--- src/rtl/wav_display_mc.sv ---
// Multi-channel waveform overlay: draws NCH sample traces as connected vertical
// segments inside a fixed plot window on a pass-through video stream (3-pclk latency).
module wav_display_mc #(
  parameter int NCH    = 2,
  parameter int DW     = 8,
  parameter int AW     = 10,
  parameter int WIN_X0 = 442,
  parameter int WIN_X1 = 1522,
  parameter int WIN_Y0 = 9,
  parameter int WIN_Y1 = 1075,
  parameter int CTR_Y  = 533
) (
  input  logic                pclk,
  input  logic                rst,
  input  logic                i_hs,
  input  logic                i_vs,
  input  logic                i_de,
  input  logic [23:0]         i_data,
  input  logic [NCH-1:0]      ch_en,
  input  logic [NCH*24-1:0]   ch_color,
  input  logic [NCH*4-1:0]    ch_scale,
  input  logic [NCH*12-1:0]   ch_offset,
  output logic                rd_en,
  output logic [AW-1:0]       rd_addr,
  input  logic [NCH*DW-1:0]   rd_data,
  output logic                o_hs,
  output logic                o_vs,
  output logic                o_de,
  output logic [23:0]         o_data,
  output logic                frame_done
);

  localparam int CW = 12;
  // Wide enough that a 7-bit magnify plus offset can never wrap before saturation.
  localparam int SW = DW + 24;
  localparam logic signed [SW-1:0] MID = SW'(2 ** (DW - 1));
  localparam logic signed [SW-1:0] CTR = SW'(CTR_Y);
  localparam logic signed [SW-1:0] YLO = SW'(WIN_Y0);
  localparam logic signed [SW-1:0] YHI = SW'(WIN_Y1);

  // S0: raster counters
  logic [CW-1:0] x_reg, y_reg;
  logic          de_prev_reg, vs_prev_reg, synced_reg;
  logic          vs_rise, de_fall, in_win, fd0;

  assign vs_rise = i_vs & ~vs_prev_reg;
  assign de_fall = de_prev_reg & ~i_de;
  assign in_win  = i_de && (x_reg >= CW'(WIN_X0)) && (x_reg <= CW'(WIN_X1)) &&
                   (y_reg >= CW'(WIN_Y0)) && (y_reg <= CW'(WIN_Y1));
  // Only a frame that started after reset may report completion.
  assign fd0     = in_win && (x_reg == CW'(WIN_X1)) && (y_reg == CW'(WIN_Y1)) && synced_reg;
  assign rd_en   = in_win & ~rst;
  assign rd_addr = AW'(x_reg - CW'(WIN_X0));

  always_ff @(posedge pclk) begin
    if (rst) begin
      x_reg       <= '0;
      y_reg       <= '0;
      de_prev_reg <= 1'b0;
      vs_prev_reg <= 1'b0;
      synced_reg  <= 1'b0;
    end else begin
      de_prev_reg <= i_de;
      vs_prev_reg <= i_vs;
      if (i_de)
        x_reg <= x_reg + CW'(1);
      else if (de_fall)
        x_reg <= '0;
      if (vs_rise)
        y_reg <= '0;
      else if (de_fall)
        y_reg <= y_reg + CW'(1);
      if (vs_rise)
        synced_reg <= 1'b1;
      else if (fd0)
        synced_reg <= 1'b0;
    end
  end

  // S1 / S2 pipeline registers
  logic          hs1_reg, vs1_reg, de1_reg, win1_reg, fd1_reg;
  logic [23:0]   data1_reg;
  logic [CW-1:0] x1_reg, y1_reg;
  logic          hs2_reg, vs2_reg, de2_reg, win2_reg, fd2_reg;
  logic [23:0]   data2_reg;
  logic [CW-1:0] x2_reg, y2_reg;

  logic [NCH-1:0][CW-1:0] ysat;
  logic [NCH-1:0][CW-1:0] yk2_reg;
  logic [NCH-1:0][CW-1:0] prev_reg;
  logic [NCH-1:0]         hit;
  logic                   first2;
  logic [23:0]            pix_next;

  assign first2 = (x2_reg == CW'(WIN_X0));

  generate
    for (genvar gi = 0; gi < NCH; gi++) begin : g_ch
      logic signed [SW-1:0] d_s, sh_s, off_s, yc_s;
      logic [3:0]           sc;
      logic [CW-1:0]        pe, lo, hi;

      // Sample to screen row: centre, scale, offset, then clamp into the window.
      assign sc    = ch_scale[gi*4 +: 4];
      assign d_s   = $signed({{(SW-DW){1'b0}}, rd_data[gi*DW +: DW]}) - MID;
      assign sh_s  = sc[3] ? (d_s <<< sc[2:0]) : (d_s >>> sc[2:0]);
      assign off_s = $signed({{(SW-12){ch_offset[gi*12+11]}}, ch_offset[gi*12 +: 12]});
      assign yc_s  = CTR + off_s - sh_s;
      assign ysat[gi] = (yc_s < YLO) ? CW'(WIN_Y0) :
                        (yc_s > YHI) ? CW'(WIN_Y1) : yc_s[CW-1:0];

      // Segment spans previous and current row; first column collapses to a point.
      assign pe = first2 ? yk2_reg[gi] : prev_reg[gi];
      assign lo = (pe < yk2_reg[gi]) ? pe : yk2_reg[gi];
      assign hi = (pe < yk2_reg[gi]) ? yk2_reg[gi] : pe;
      assign hit[gi] = ch_en[gi] & win2_reg & (y2_reg >= lo) & (y2_reg <= hi);
    end
  endgenerate

  always_comb begin
    pix_next = data2_reg;
    for (int k = NCH - 1; k >= 0; k--) begin
      if (hit[k])
        pix_next = ch_color[k*24 +: 24];
    end
  end

  always_ff @(posedge pclk) begin
    if (rst) begin
      hs1_reg    <= 1'b0;
      vs1_reg    <= 1'b0;
      de1_reg    <= 1'b0;
      win1_reg   <= 1'b0;
      fd1_reg    <= 1'b0;
      data1_reg  <= '0;
      x1_reg     <= '0;
      y1_reg     <= '0;
      hs2_reg    <= 1'b0;
      vs2_reg    <= 1'b0;
      de2_reg    <= 1'b0;
      win2_reg   <= 1'b0;
      fd2_reg    <= 1'b0;
      data2_reg  <= '0;
      x2_reg     <= '0;
      y2_reg     <= '0;
      yk2_reg    <= '0;
      prev_reg   <= '0;
      o_hs       <= 1'b0;
      o_vs       <= 1'b0;
      o_de       <= 1'b0;
      o_data     <= '0;
      frame_done <= 1'b0;
    end else begin
      hs1_reg    <= i_hs;
      vs1_reg    <= i_vs;
      de1_reg    <= i_de;
      win1_reg   <= in_win;
      fd1_reg    <= fd0;
      data1_reg  <= i_data;
      x1_reg     <= x_reg;
      y1_reg     <= y_reg;
      hs2_reg    <= hs1_reg;
      vs2_reg    <= vs1_reg;
      de2_reg    <= de1_reg;
      win2_reg   <= win1_reg;
      fd2_reg    <= fd1_reg;
      data2_reg  <= data1_reg;
      x2_reg     <= x1_reg;
      y2_reg     <= y1_reg;
      yk2_reg    <= ysat;
      if (win2_reg)
        prev_reg <= yk2_reg;
      o_hs       <= hs2_reg;
      o_vs       <= vs2_reg;
      o_de       <= de2_reg;
      o_data     <= pix_next;
      frame_done <= fd2_reg;
    end
  end

endmodule

--- config.mk ---
export PLATFORM = sky130hd
export DESIGN_NAME = wav_display_mc
export DESIGN_NICKNAME = d
export VERILOG_FILES = /design/src/rtl/wav_display_mc.sv
export SDC_FILE = /design/constraint.sdc
export NUM_CORES = 1
export LEC_CHECK = 0
export ABC_CLOCK_PERIOD_IN_PS = 9400
export BUFFER_PORTS_ARGS = -buffer_cell sky130_fd_sc_hd__buf_2
export CAP_MARGIN = 20
export CORE_MARGIN = 2
export CORE_UTILIZATION = 50
export CTS_CLUSTER_DIAMETER = 30
export DETAILED_ROUTE_END_ITERATION = 8
export PLACE_DENSITY_LB_ADDON = 0.3
export SLEW_MARGIN = 20
export SYNTH_ARGS = -nofsm -noshare
export SYNTH_HDL_FRONTEND = slang
export SYNTH_SLANG_ARGS = --single-unit
--- constraint.sdc ---
create_clock -name pclk -period 9.4 [get_ports pclk]
set_input_delay 0.94 -clock pclk [delete_from_list [all_inputs] [get_ports pclk]]
set_output_delay 0.94 -clock pclk [all_outputs]
set_load 0.02 [all_outputs]
==> run metrics, run 1 <==
status=finished clean; RD Place Congestion=0.8861; DP HPWL=21350 um; Required @ worst endpoint=9.77 ns; metal3 WL=1231 um; most instantiated cells after synthesis=207 x dfxtp_1, 142 x ha_1, 142 x nor2_1, 132 x a21oi_1, 113 x nor2b_1; Die ar.=0.02714 mm^2; Syn. warnings=0; Tcrit/Tclk final=60.61%; largest net degree at the start of global routing=75; DR WL/cell=14.57 um; CTS clk-pin slew, worst paths=0.05 ns; max-slew violations=0; drt total wl=29600 um; crit-path max FO=50; pwr/cell area=194.8 mW/mm^2; CTS Buffer Depth=3; Post-synth EDFFs=0; setup_tns=0 ns; peak supply drop=117.5 uV; Synth Cell Area=0.01292 mm^2; total core area=0.02525 mm^2; CP Launch Type=register; Post-DP Area=0.01393 mm^2; Via density=5.485; Yosys cell types=74; fmax=175.5 MHz; share of cells above drive strength 1=16.99%; flops & latches, synth=207; setup repair after global routing missed its margin=no; Post-Route Utilization=61.30%; multi-input gate area in the final layout=0.008167 mm^2; Synth Area per Inst=8.437 um^2; clk_lat worst skew=0.53 ns; DRT Pass-1 Iters=5; IO Count=166; IO Port Bufs=165; post-cts resize count=0; # rows=58; first-pass GRT wire length=49190 um; crit path kind=reg2reg; Leakage=6.843 nW; GR Overflow Total=0; Die H=164.7 um; drc violations=0; # hold bufs at CTS=0; crit path DAT=6.07 ns; ys flop type=dfxtp_1; top post-synthesis cells by area=dfxtp_1 32%, ha_1 14%, mux2i_1 6.1%, nor2b_1 5.5%, a21oi_1 5.1%; max cap viols=0; sequential cell area=0.004144 mm^2; Mapped Cells=1531; Highest Signal Layer=met4; Post-CTS Setup Bufs=0; n_diodes=0; Final Hold Viols=0; minimum clock period=5.697 ns; non-filler cells, final=2031; Logic pwr share=18.1%; initial antenna violation count=0; Layout fillers=2197; Layout area overhead=19.84%; Routed Antenna Nets=0; vias in the first global route=10560; final hold slack=0.4220 ns; GRT Util Overall=21.67%; Worst-Margin Slew=0.7217 ns; TritonCTS clock tree=built; Initial Util=51.15%; Metal-1 WL=14170 um; Die Wd=164.7 um; share of the synthesized area in the top cell type=32.08%; cell with the most instances after synthesis=dfxtp_1; skew final=0.02757 ns; Finished Cell Area=0.01548 mm^2; asr flop ratio synth=0%; metal2 WL=13600 um; first-iteration detailed-routing DRC count=629; total number of vias=11140; switching power=829.5 uW; fin nets=1939; Sw Share=27.51%; leading area contributor after synthesis=dfxtp_1; slew margin rel.=51.89%; Int Pwr=2.186 mW; Clock power frac=51.6%; post-synthesis sequential area ratio=32.08%; # setup viols final=0; Clock Tree Root=clkbuf_16; worst hold path class=reg2reg; CP endpoint kind=register; clock sinks=207; sequential share of power=30.3%; H-tree depth=2; CTS buffer count=43; placed cell count=1952
[worst paths after layout]
kind	from	endpoint	slack (ns)	depth (start not counted)
worst max-delay path	x2_reg[0]	o_data[17]	3.70	25
worst min-delay path	y1_reg[0]	y2_reg[0]	0.42	1
worst max register to register	x2_reg[0]	o_data[17]	3.70	25
worst min register to register	y1_reg[0]	y2_reg[0]	0.42	1
[metrics by stage]
step	power [mW]	setup WS, ns
6_report	3.015	3.703
5_1_grt	3.161	3.258
4_1_cts	3.036	3.631
3_5_place_dp	1.467	3.716
3_3_place_gp	1.457	3.789
2_1_floorplan	1.341	4.238
[cells by family after synthesis]
group                    Yosys count  share of synthesized area (%)
adder cells (fa/ha/maj)          144                          14.06
XOR/XNOR                          36                          2.441
buffers and inverters            167                          5.017
flip-flops                       207                          32.08
AO/OA/AOI/OAI                    404                          20.11
other                              1                        0.02903
AND/OR/NAND/NOR                  479                          18.83
multiplexers                      93                          7.429
[critical path, cell delays in order, from the launching register on]
cell and delay (ns):
dfxtp_1 0.29, nor4bb_1 0.31, nand3_1 0.11, buf_4 0.28
o21ai_0 0.32, ha_1 0.31, a21o_1 0.19, a21o_1 0.17
a21oi_1 0.14, nor2b_1 0.06, o21ai_0 0.18, a32oi_2 0.13
buf_4 0.27, nand2b_1 0.20, mux2_2 0.29, ha_1 0.27
nand2b_1 0.14, a21o_1 0.17, a21o_1 0.17, a21oi_1 0.13
o21ai_0 0.15, a2111oi_4 0.32, buf_4 0.35, or2_0 0.15
buf_4 0.27, a21oi_1 0.12
[layout make-up]
| type | instances | share of cell area (%) |
|---|---|---|
| Sequential cell | 207 | 26.77 |
| Clock inverter | 22 | 1.916 |
| Inverter | 83 | 2.013 |
| Tap cell | 330 | 2.667 |
| Timing Repair Buffer | 175 | 5.965 |
| Clock buffer | 56 | 7.913 |
| Multi-Input combinational cell | 1158 | 52.76 |
[metal layers]
| layer | track usage, % | up-vias |
|---|---|---|
| li1 | - | 5734 |
| met2 | 35.77 | 240 |
| met3 | 3.189 | 55 |
| met1 | 29.52 | 5111 |
| met4 | 6.087 | 0 |
| met5 | 0 | - |
[placed cells by master (no fill, tap or decap), drive strengths merged, types with 16 or more instances in the layout]
| cell type | Yosys | routed |
|---|---|---|
| a21o | 33 | 33 |
| a21oi | 132 | 132 |
| a31oi | 20 | 20 |
| buf | 19 | 175 |
| clkbuf | 65 | 56 |
| dfxtp | 207 | 207 |
| ha | 142 | 142 |
| inv | 83 | 90 |
| mux2i | 79 | 79 |
| nand2 | 84 | 84 |
| nand3 | 27 | 27 |
| nand4 | 23 | 23 |
| nor2 | 142 | 142 |
| nor2b | 113 | 113 |
| nor3 | 17 | 17 |
| o21a | 18 | 18 |
| o21ai | 86 | 86 |
| o31ai | 31 | 31 |
| xnor2 | 16 | 16 |
| xor2 | 20 | 20 |
[power groups by stage]
stage,combinational (mW),clock [mW],sequential [mW]
2_1_floorplan,0.411,0,0.930
3_3_place_gp,0.527,0,0.930
3_5_place_dp,0.537,0,0.930
4_1_cts,0.543,1.58,0.914
5_1_grt,0.616,1.63,0.915
6_report,0.547,1.55,0.914
Power figures use the tool's default switching activity.
==> run 2, diff against run 1 <==
- ABC_AREA: default -> 1
- ABC_CLOCK_PERIOD_IN_PS: 9400 -> 5600
- clock period: 9.4 -> 5.6 ns (I/O delays scaled with it)
==> run metrics, run 2 <==
setup repair after global routing missed its margin=no; Clock Tree Root=clkbuf_16; top post-synthesis cells by area=dfxtp_1 32%, ha_1 14%, nand2_1 12%, inv_1 9.3%, nor2_1 7.3%; status=finished clean; fmax=209.9 MHz (+20%); CTS Buffer Depth=3 (unchanged); most frequent cells in the layout=415 x nand2_1, 323 x inv_1, 254 x nor2_1; GRT Util Overall=22.21% (+0.54 points); total core area=0.02591 mm^2 (+2.6%); clk_lat worst skew=0.49 ns (-0.04 ns); TritonCTS clock tree=built; Required @ worst endpoint=5.97 ns (-3.80 ns); asr flop ratio synth=0% (unchanged); crit path DAT=5.13 ns (-0.94 ns); Initial Util=50.61% (-0.54 points); Die Wd=165.9 um (+0.73%); ys flop type=dfxtp_1; initial antenna violation count=0 (unchanged); sequential cell area=0.004144 mm^2 (unchanged); max cap viols=0 (unchanged); Final Hold Viols=0 (unchanged); fin nets=2379 (+23%); post-cts resize count=0 (unchanged); vias in the first global route=11950 (+13%); # setup viols final=0 (unchanged); leading area contributor after synthesis=dfxtp_1; RD Place Congestion=0.9164 (+3.4%); skew final=0.01411 ns (-0.01346 ns); CP endpoint kind=register; Leakage=7.862 nW (+15%); Synth Cell Area=0.01311 mm^2 (+1.5%); multi-input gate area in the final layout=0.007481 mm^2 (-8.4%); first-iteration detailed-routing DRC count=729 (+16%); Layout fillers=2387 (+8.6%); crit path kind=reg2reg; DP HPWL=23370 um (+9.5%); # hold bufs at CTS=0 (unchanged); CTS buffer count=34 (-21%); Worst-Margin Slew=0.7733 ns (+0.05156 ns); DR WL/cell=12.50 um (-14%); Via density=5.103 (-7.0%); CP max stage cell=buf_4; total number of vias=12590 (+13%); Buf/Inv on CP=4 (unchanged); Tcrit/Tclk final=85.09% (+24 points); Routed Antenna Nets=0 (unchanged); IO Port Bufs=165 (unchanged); peak supply drop=211.8 uV (+80%); drt total wl=30840 um (+4.2%); slew margin rel.=48.39% (-3.5 points); Layout area overhead=16.86%; share of cells above drive strength 1=11.44% (-5.6 points); delay-heaviest family, CP=compound AO/OA/AOI/OAI gates; minimum clock period=4.765 ns (-0.9319 ns); pwr/cell area=311.3 mW/mm^2 (+60%); worst hold path class=in2reg; flops & latches, synth=207 (unchanged); cell with the most instances after synthesis=nand2_1; H-tree depth=2 (unchanged); Yosys cell types=45 (-39%); max-slew violations=0 (unchanged); CP peak stage delay=0.41 ns (+0.06 ns); most instantiated cells after synthesis=415 x nand2_1, 324 x inv_1, 254 x nor2_1, 207 x dfxtp_1, 143 x o21ai_0; CP Launch Type=register; Die H=165.9 um (+0.73%); Post-CTS Setup Bufs=0 (unchanged); post-synthesis sequential area ratio=31.60% (-0.48 points); Syn. warnings=0 (unchanged); IO Count=166 (unchanged); share of the synthesized area in the top cell type=31.60% (-0.48 points); largest net degree at the start of global routing=76 (+1.3%); setup_tns=0 ns (unchanged); Finished Cell Area=0.01532 mm^2 (-1.0%); n_diodes=0 (unchanged); Synth Area per Inst=6.676 um^2 (-21%); most common cell after layout, fill and taps aside=nand2_1; CTS clk-pin slew, worst paths=0.06 ns (about the same); first-pass GRT wire length=53050 um (+7.8%); crit-path max FO=48 (-4.0%); clock sinks=207 (unchanged); # rows=59 (+1.7%); Mapped Cells=1964 (+28%); Die ar.=0.02754 mm^2 (+1.5%); drc violations=0 (unchanged); Post-DP Area=0.01416 mm^2 (+1.7%); GR Overflow Total=0 (unchanged); DRT Pass-1 Iters=5 (unchanged); Post-synth EDFFs=0 (unchanged)
==> run 2: cell count changes in the layout (fill, tap and decap cells not counted), sizes merged, moves of 58 or more <==
cell / previous run / this run
nor2: 142 / 254
inv: 90 / 334
nand2: 84 / 416
o21ai: 86 / 144
nor2b: 113 / 0
nand3: 27 / 95
mux2i: 79 / 0
==> run 2: kinds of logic (layout without fill, tap and decap cells) <==
| family | count (synthesis) | after routing | synth area share, % |
|---|---|---|---|
| AO/OA/AOI/OAI | 361 | 361 | 15.32 |
| adder cells (fa/ha/maj) | 144 | 144 | 13.85 |
| flip-flops | 207 | 207 | 31.60 |
| other | 1 | 2 | 0.02860 |
| buffers and inverters | 392 | 560 | 11.37 |
| AND/OR/NAND/NOR | 842 | 842 | 26.69 |
| XOR/XNOR | 17 | 17 | 1.135 |
==> run 2: final timing paths <==
| kind | slack [ns] | start | cells after the start | end |
|---|---|---|---|---|
| hold reg to reg | 0.40 | x1_reg[4] | 2 | x2_reg[4] |
| hold / removal | 0.27 | i_data[19] | 3 | data1_reg[19] |
| setup / recovery | 0.83 | x2_reg[11] | 25 | o_data[9] |
| setup reg to reg | 0.83 | x2_reg[11] | 25 | o_data[9] |
==> run 2: layer usage <==
layer	share of wire, %	up-vias	GRT usage [%]
met4	2.1	0	5.974
met2	48	244	39.33
met1	46	5627	28.38
met3	3.8	65	3.027
li1	-	6658	-
met5	0	-	0
==> run 2: metrics by stage <==
stage          instances  hold WS, ns  setup slack, ns  utilization [%]  total power [mW]
2_1_floorplan       1965       0.3883            1.402                -             2.432
3_3_place_gp        2407       0.3888            1.110            54.66             2.687
3_5_place_dp        2407       0.3916           0.9464            54.66             2.707
4_1_cts             2468       0.2556           0.8505            59.14             4.799
5_1_grt             2468       0.2640           0.1863            59.14             5.066
6_report            2468       0.2698           0.8348            59.14             4.770
==> run 2: report_power, final <==
| group | internal [mW] | switching [mW] |
|---|---|---|
| combinational | 0.398 | 0.750 |
| clock | 1.33 | 0.753 |
| sequential | 1.52 | 0.0195 |
| total | 3.25 | 1.52 |
==> run 2: final cells by class <==
type	instances	area share, %
Clock inverter	22	1.690
Inverter	324	7.937
Multi-Input combinational cell	1366	48.82
Sequential cell	207	27.04
Clock buffer	39	5.879
Timing Repair Buffer	175	5.895
Tap cell	335	2.735
==> run 2: worst register-to-register path, delay by kind of cell, from the launching register on <==
kind                       cells  cell delay, ns
AOI/OAI and AO/OA              8            1.44
adders and majority gates      2            0.62
buffers and inverters          4            1.04
DFF                            1            0.29
and+or+nand+nor               11            1.25
==> run 3, diff against run 2 <==
- PLACE_DENSITY: default -> 0.7
- PLACE_DENSITY_LB_ADDON: 0.3 -> default
==> run metrics, run 3 (synthesis results as in run 2) <==
share of cells above drive strength 1=11.61% (+0.17 points); peak supply drop=247.6 uV (+17%); worst setup margin=0.6701 ns (-0.1647 ns); crit path DAT=5.37 ns (+0.24 ns); max cap viols=0 (unchanged); Via density=5.090 (-0.26%); CP Launch Type=register; Clock Tree Root=clkbuf_16; GRT Util Overall=21.92% (-0.29 points); Leakage=7.893 nW (+0.39%); first-iteration detailed-routing DRC count=697 (-4.4%); Layout fillers=2497 (+4.6%); max-slew violations=0 (unchanged); Routed Antenna Nets=0 (unchanged); first-pass GRT wire length=52080 um (-1.8%); setup repair after global routing missed its margin=no; crit-path max FO=48 (unchanged); IO Count=166 (unchanged); Initial Util=50.61% (unchanged); Tcrit/Tclk final=88.03% (+2.9 points); clk_lat worst skew=0.50 ns (about the same); Die ar.=0.02754 mm^2 (unchanged); IO Port Bufs=165 (unchanged); DR WL/cell=12.59 um (+0.76%); status=finished clean; CP endpoint kind=register; crit path kind=reg2reg; drt total wl=31140 um (+0.97%); worst hold path class=in2reg; TritonCTS clock tree=built; drc violations=0 (unchanged); total number of vias=12590 (-0.056%); dpl ws=0.3854 ns (-0.5610 ns); skew final=0.01892 ns (+0.004804 ns); final hold slack=0.2611 ns (-0.008659 ns); RD Place Congestion=0.8948 (-2.4%); largest net degree at the start of global routing=91 (+20%); total power=4.834 mW (+1.3%); Die H=165.9 um (unchanged); Layout area overhead=17.39%; fin nets=2383 (+0.17%); vias in the first global route=11690 (-2.2%); Required @ worst endpoint=6.04 ns (+0.07 ns); CTS clk-pin slew, worst paths=0.05 ns (about the same); slew margin rel.=41.09% (-7.3 points); DP HPWL=23480 um (+0.50%); most frequent cells in the layout=415 x nand2_1, 323 x inv_1, 254 x nor2_1; Worst-Margin Slew=0.8836 ns (+0.1104 ns); DRT Pass-1 Iters=5 (unchanged); initial antenna violation count=1 (+1); GR Overflow Total=0 (unchanged); minimum clock period=4.930 ns (+0.1647 ns); # rows=59 (unchanged); clock sinks=207 (unchanged); # setup viols final=0 (unchanged); fmax=202.8 MHz (-3.3%); setup_tns=0 ns (unchanged); CTS buffer count=35 (+2.9%); Final Hold Viols=0 (unchanged); Die Wd=165.9 um (unchanged); total core area=0.02591 mm^2 (unchanged); CTS Buffer Depth=3 (unchanged); H-tree depth=2 (unchanged); most common cell after layout, fill and taps aside=nand2_1; pwr/cell area=314.1 mW/mm^2 (+0.88%)
==> run 3: critical path, stage by stage (launching register included) <==
cell,delay (ns)
dfxtp_1,0.29
nor2_1,0.10
nand3b_1,0.08
nor3_1,0.15
nand2_1,0.27
buf_4,0.31
nand2_1,0.07
o21ai_0,0.13
ha_1,0.22
a21oi_1,0.14
nor2_1,0.06
a211oi_1,0.21
o221a_2,0.22
nand2_1,0.05
buf_4,0.25
nor2_1,0.14
a21oi_1,0.05
ha_1,0.30
nand2_1,0.07
inv_1,0.07
nand3_1,0.07
nor3_1,0.23
nand4_1,0.32
o21ai_2,0.62
nand4_1,0.16
nand3_1,0.12
o211ai_1,0.08
inv_1,0.08
==> run 3: metrics by stage <==
step                area, um^2  util [%]  instances
floorplan                13120         -       1965
global placement         14160     54.66       2407
detailed placement       14160     54.66       2407
CTS                      15360     59.28       2469
global route             15390     59.41       2473
finish                   15390     59.41       2473
==> run 3: final cells by class <==
class / instances / area, um^2 / area share (%)
well taps: 335 / 419.2 / 2.723
clock buffers: 44 / 969.7 / 6.299
clock inverters: 18 / 226.5 / 1.471
flip-flops and latches: 207 / 4144 / 26.92
repair buffers: 177 / 918.4 / 5.966
multi-input cells: 1367 / 7497 / 48.70
inverters: 324 / 1216 / 7.901
diodes: 1 / 2.502 / 0.01626
==> run 3: path summary, 6_finish.rpt <==
| check | slack [ns] | cells past startpoint | startpoint | endpoint |
|---|---|---|---|---|
| max reg2reg | 0.67 | 27 | x2_reg[11] | o_data[3] |
| min | 0.26 | 3 | i_hs | hs1_reg |
| min reg2reg | 0.39 | 2 | data1_reg[3] | data2_reg[3] |
| max | 0.67 | 27 | x2_reg[11] | o_data[3] |
==> run 3: power breakdown <==
group	switching, mW	total [mW]	leakage [nW]	internal, mW
Clock	0.719	2.14	0.590	1.42
Sequential	0.0177	1.54	1.69	1.52
Combinational	0.754	1.15	5.62	0.400
==> run 3: what timing repair did <==
action | 4_1_cts | 5_1_grt
gates resized for setup | 0 | 1
hold buffers | 0 | 0
endpoints found under the hold margin | 0 | 0
endpoints found under the setup margin | 0 | 24
setup buffers | 0 | 2
==> run 3: routing by layer <==
| metal | wire length, um | global-route usage (%) |
|---|---|---|
| met3 | 1264 | 3.622 |
| met4 | 524 | 5.217 |
| met5 | 0 | 0 |
| met1 | 14390 | 28.18 |
| met2 | 14960 | 38.46 |
